$ cat src/rtl/inst_loader_pkg.sv
// Shared definitions for the instruction loader: default widths, the
// word-count limit and the state encoding.
package inst_loader_pkg;

  // Default instruction memory geometry (1024 x 32-bit words).
  localparam int ADDR_W_DEF = 10;
  localparam int DATA_W_DEF = 32;
  localparam int MAX_WORDS  = 1 << ADDR_W_DEF;

  // Loader state encoding, kept as plain constants so older code that
  // compares raw state bits keeps working.
  localparam logic [2:0] ST_IDLE   = 3'd0;
  localparam logic [2:0] ST_LOAD   = 3'd1;
  localparam logic [2:0] ST_VERIFY = 3'd2;
  localparam logic [2:0] ST_DONE   = 3'd3;
  localparam logic [2:0] ST_ERROR  = 3'd4;

  // True when a load may be (re)started from the given state.
  function automatic logic is_restartable(input logic [2:0] st);
    return (st == ST_IDLE) || (st == ST_DONE) || (st == ST_ERROR);
  endfunction

endpackage

$ cat src/rtl/inst_loader.sv
// Instruction loader: streams words from a valid/ready source into the
// instruction memory, reads them back to confirm the running checksum, and
// holds the processor frozen until the image is known to be good.
module inst_loader
  import inst_loader_pkg::*;
#(
  parameter int ADDR_W = ADDR_W_DEF,
  parameter int DATA_W = DATA_W_DEF
) (
  input  logic              clock,
  input  logic              reset,
  input  logic              start,
  input  logic [ADDR_W:0]   word_count,
  input  logic              in_valid,
  input  logic [DATA_W-1:0] in_data,
  output logic              in_ready,
  output logic              imem_we,
  output logic [ADDR_W-1:0] imem_addr,
  output logic [DATA_W-1:0] imem_wdata,
  input  logic [DATA_W-1:0] imem_rdata,
  output logic              cpu_hold,
  output logic              busy,
  output logic              done,
  output logic              error,
  output logic [DATA_W-1:0] checksum
);

  // Largest legal word count: the whole memory.
  localparam logic [ADDR_W:0] MAX_CNT = {1'b1, {ADDR_W{1'b0}}};

  logic [2:0]        state_reg, state_next;
  logic [ADDR_W-1:0] wr_ptr_reg;
  logic [ADDR_W-1:0] rd_ptr_reg;
  logic [ADDR_W:0]   count_reg;
  logic [DATA_W-1:0] checksum_reg;
  logic [DATA_W-1:0] verify_sum_reg;

  logic              start_ok;
  logic              range_ok;
  logic              transfer;
  logic              wr_last;
  logic              rd_last;
  logic [DATA_W-1:0] verify_sum_new;

  assign start_ok       = start && is_restartable(state_reg);
  assign range_ok       = (word_count != '0) && (word_count <= MAX_CNT);
  // Reset kills any handshake in the same cycle so nothing is written.
  assign transfer       = (state_reg == ST_LOAD) && in_valid && !reset;
  // Pointers are compared against count-1 at full width, so a full-memory
  // load ends at the top address and the pointer wrap is harmless.
  assign wr_last        = ({1'b0, wr_ptr_reg} == (count_reg - 1'b1));
  assign rd_last        = ({1'b0, rd_ptr_reg} == (count_reg - 1'b1));
  assign verify_sum_new = verify_sum_reg + imem_rdata;

  // Next-state selection for the load / verify sequence.
  always_comb begin
    state_next = state_reg;
    case (state_reg)
      ST_IDLE, ST_DONE, ST_ERROR: begin
        if (start_ok) begin
          state_next = range_ok ? ST_LOAD : ST_ERROR;
        end
      end
      ST_LOAD: begin
        if (transfer && wr_last) begin
          state_next = ST_VERIFY;
        end
      end
      ST_VERIFY: begin
        if (rd_last) begin
          state_next = (verify_sum_new == checksum_reg) ? ST_DONE : ST_ERROR;
        end
      end
      default: state_next = ST_IDLE;
    endcase
  end

  // State, pointers and running sums.
  always_ff @(posedge clock) begin
    if (reset) begin
      state_reg      <= ST_IDLE;
      wr_ptr_reg     <= '0;
      rd_ptr_reg     <= '0;
      count_reg      <= '0;
      checksum_reg   <= '0;
      verify_sum_reg <= '0;
    end else begin
      state_reg <= state_next;
      case (state_reg)
        ST_IDLE, ST_DONE, ST_ERROR: begin
          // A rejected start leaves the previous checksum visible.
          if (start_ok && range_ok) begin
            wr_ptr_reg     <= '0;
            rd_ptr_reg     <= '0;
            count_reg      <= word_count;
            checksum_reg   <= '0;
            verify_sum_reg <= '0;
          end
        end
        ST_LOAD: begin
          if (transfer) begin
            wr_ptr_reg   <= wr_ptr_reg + 1'b1;
            checksum_reg <= checksum_reg + in_data;
          end
        end
        ST_VERIFY: begin
          rd_ptr_reg     <= rd_ptr_reg + 1'b1;
          verify_sum_reg <= verify_sum_new;
        end
        default: ;
      endcase
    end
  end

  // Memory port and handshake: writes go straight through in the accepting
  // cycle; read-back walks rd_ptr; elsewhere the port is parked at zero.
  always_comb begin
    in_ready   = (state_reg == ST_LOAD) && !reset;
    imem_we    = transfer;
    imem_addr  = '0;
    imem_wdata = '0;
    if (state_reg == ST_LOAD) begin
      imem_addr  = wr_ptr_reg;
      imem_wdata = in_data;
    end else if (state_reg == ST_VERIFY) begin
      imem_addr  = rd_ptr_reg;
    end
  end

  // Status flags derived from the current state.
  always_comb begin
    cpu_hold = (state_reg != ST_DONE);
    busy     = (state_reg == ST_LOAD) || (state_reg == ST_VERIFY);
    done     = (state_reg == ST_DONE);
    error    = (state_reg == ST_ERROR);
    checksum = checksum_reg;
  end

endmodule

$ cat config.mk
export PLATFORM = sky130hd
export DESIGN_NAME = inst_loader
export DESIGN_NICKNAME = d
export VERILOG_FILES = /design/src/rtl/inst_loader_pkg.sv /design/src/rtl/inst_loader.sv
export SDC_FILE = /design/constraint.sdc
export NUM_CORES = 1
export LEC_CHECK = 0
export CORE_UTILIZATION = 59
export DETAILED_ROUTE_END_ITERATION = 10
export PLACE_DENSITY = 0.92
export SYNTH_ARGS = -nofsm -noshare
export SYNTH_HDL_FRONTEND = slang
export SYNTH_SLANG_ARGS = --single-unit
$ cat constraint.sdc
create_clock -name clock -period 6.15 [get_ports clock]
set_input_delay 1.845 -clock clock [delete_from_list [all_inputs] [get_ports clock]]
set_output_delay 1.845 -clock clock [all_outputs]
set_load 0.01 [all_outputs]
==> results.md <==
* Post-route DRC at 0
* CTS Sinks at 98
* Hold Path End: verify_sum_reg[12]
* First-pass iteration count of the detailed router at 6
* Main synth FF type: dfxtp_1
* Minimum clock period at 5560 ps
* Number of port buffers at 158
* Area of the core at 15400 um^2
* CTS tree: done
* Final GP Congestion at 1.04
* Number of enable flip-flop cells after synthesis at 0
* First-pass GRT wire length at 48500 um
* Met2 wire length at 13900 um
* WP data required at 6440 ps
* Setup crit start kind: input pin
* Grt total ovfl at 0
* Top Layer Used: met4
* Antenna viol nets, final at 0
* Die Ht at 129 um
* Worst slew margin at 0.336
* RR Endpoint: state_reg[1]
* Largest net degree at the start of global routing at 74
* WHS at 476 ps
* DR WL met3 at 2510 um
* DRT iter0 DRCs at 1033
* Vias per cell at 6.55
* Lkg Pwr at 4.45 nW
* Worst path arrival time at 5850 ps
* Via count at 10.5k
* Max FO, Critical Path at 13
* Multi-input logic area at 7100 um^2
* Avg WL per Cell at 19.0 um
* Ys async rst share at 0
* #FFs+latches synth at 98
* Final Setup Violations at 0
* Final wirelength at 30600 um
* Hold Path Class: reg2reg
* Final nets at 1539
* Io pins at 159
* Post-Synthesis Cells at 1281
* Setup TNS at 0 ps
* Mean Syn Cell Area at 7.40 um^2
* Clock Latency Late Sink at 370 ps
* R2R Path Start: verify_sum_reg[0]
* Post-CTS Resized at 0
* Hold buffers post-CTS at 0
* Gr usage total at 0.371
* H-tree level count at 3
* Final core occ at 0.740
* Worst vdd ir at 0.000151 V
* Clock-pin slew on the worst setup and hold paths at 70 ps
* Die width at 129 um
* Initial Utilization at 0.614
* Rows at 45
* Crit. End Element: register
* Post CTS Setup Buffer Count at 0
* CTS root buf: clkbuf_16
* Antenna diode count at 0
* Initial antenna violation count at 0
* Synthesis-to-layout area growth at 20.5%
* Worst Reg2Reg Path Length in Cells at 13
* Min-delay src: verify_sum_reg[12]
* Max cap viols at 0
* Achievable Freq at 180 MHz
* Worst R2R Setup Slack at 2190 ps
* Register area at 1960 um^2
* Fin. max-slew vios at 0
* Run status: completed
* Synth unique cells at 94
* Post-route setup slack at 589 ps
* Pre-CTS WS at 419 ps
* Met1 Routed Length at 13000 um
* Hold Path Cell Cnt at 2
* Fin. Hold Viols at 0
* Yosys warns at 0
* Tcrit/Tclk final at 0.904
* Layout cells sized above 1 at 0.0472
* Critical setup path kind: in2reg
* Fillers at 1233
* Seq/Total Area, Yosys at 0.207
* P per Cell Area at 184 nW/um^2
* Clk buf depth at 2
* Vias in the first global route at 9607
* DP HPWL at 22900 um
* Pwr Total at 0.00210 W
* Inserted Clock Buffers at 9
* Worst Clk Skew at 11.7 ps
* Worst Tran Pin Value at 983 ps
* Die area at 16600 um^2
* RSZ-0062 raised after global routing: false
* Cell area after synthesis at 9480 um^2
* Syn Nets at 1427
==> Yosys cell counts (12+ instances only) <==
cell type    n  area (um^2)
a21o_1      29          218
a21oi_1    103          515
a31oi_1     24          150
and2_1      39          244
and3_1      20          125
buf_2       15         75.1
clkbuf_1    43          161
dfxtp_1     98         1960
ha_1        65          813
inv_1       33          124
nand2_1    133          499
nand2b_1    19          119
nand3_1     65          325
nand4_1     25          156
nor2_1     131          492
nor2b_1     12         75.1
nor3_1      20          100
nor4_1      12         75.1
o211ai_1    15          113
o21ai_0     65          325
o21ai_1     12         60.1
xnor2_1     60          526
xor2_1      38          333
==> worst max path at each step <==
stage | start | endpoint | slack (ps) | cells after the start
floorplan | imem_rdata[0] | state_reg[1] | 1460 | 13
global placement | imem_rdata[0] | state_reg[1] | 480 | 14
detailed placement | imem_rdata[0] | state_reg[0] | 420 | 14
CTS | imem_rdata[0] | state_reg[1] | 730 | 14
global route | imem_rdata[0] | state_reg[1] | 390 | 14
finish | imem_rdata[17] | state_reg[1] | 590 | 12
==> report_power, final <==
part / internal (W) / switching [W] / leakage (nW)
clock network: 0.000291 / 0.000299 / 0.150
logic: 0.000332 / 0.000473 / 3.50
registers: 0.000665 / 0.0000399 / 0.793
==> area by class of cell <==
type | count | area share
Clock buffer | 9 | 0.0197
Clock inverter | 7 | 0.00690
Inverter | 33 | 0.0108
Multi-Input combinational cell | 1081 | 0.622
Sequential cell | 98 | 0.172
Tap cell | 211 | 0.0231
Timing Repair Buffer | 170 | 0.146
==> routing by layer <==
| layer | up-vias | global-route usage |
|---|---|---|
| met2 | 584 | 0.603 |
| met5 | - | 0 |
| met4 | 0 | 0.161 |
| met3 | 84 | 0.0640 |
| met1 | 4955 | 0.484 |
| li1 | 4920 | - |
==> worst max-delay path, stage by stage <==
cell	delay, ps
clkdlybuf4s50_1	450
ha_1	550
a21oi_1	220
o21ai_1	520
nor4_1	120
a2111oi_0	520
o211ai_1	260
xnor2_1	190
a311oi_1	260
nand4_1	240
or3_1	450
a211oi_2	210
==> metrics by stage <==
stage               instance area (um^2)  cells
floorplan                           9480   1281
global placement                   11100   1593
detailed placement                 11100   1593
CTS                                11400   1609
global route                       11400   1609
finish                             11400   1609
==> placed cells by master, fill, tap and decap left out, drive strengths merged, types with 16 or more instances in the layout <==
master	n
clkdlybuf4s50	157
nand2	133
nor2	132
a21oi	108
dfxtp	98
o21ai	78
nand3	67
ha	65
xnor2	60
and2	39
xor2	38
inv	37
a21o	29
nand4	27
a31oi	25
nor3	21
and3	20
nand2b	19
o211ai	16
==> kinds of logic (layout without fill, tap and decap cells) <==
| kind of cell | after synthesis | count (layout) | synth area share |
|---|---|---|---|
| simple gates | 518 | 518 | 0.270 |
| compound gates | 383 | 383 | 0.277 |
| buf+inv | 102 | 219 | 0.0455 |
| xor+xnor | 101 | 101 | 0.0978 |
| flops | 98 | 98 | 0.207 |
| fa+ha+maj | 68 | 68 | 0.0911 |
| mux | 11 | 11 | 0.0119 |
Power figures use the tool's default switching activity.
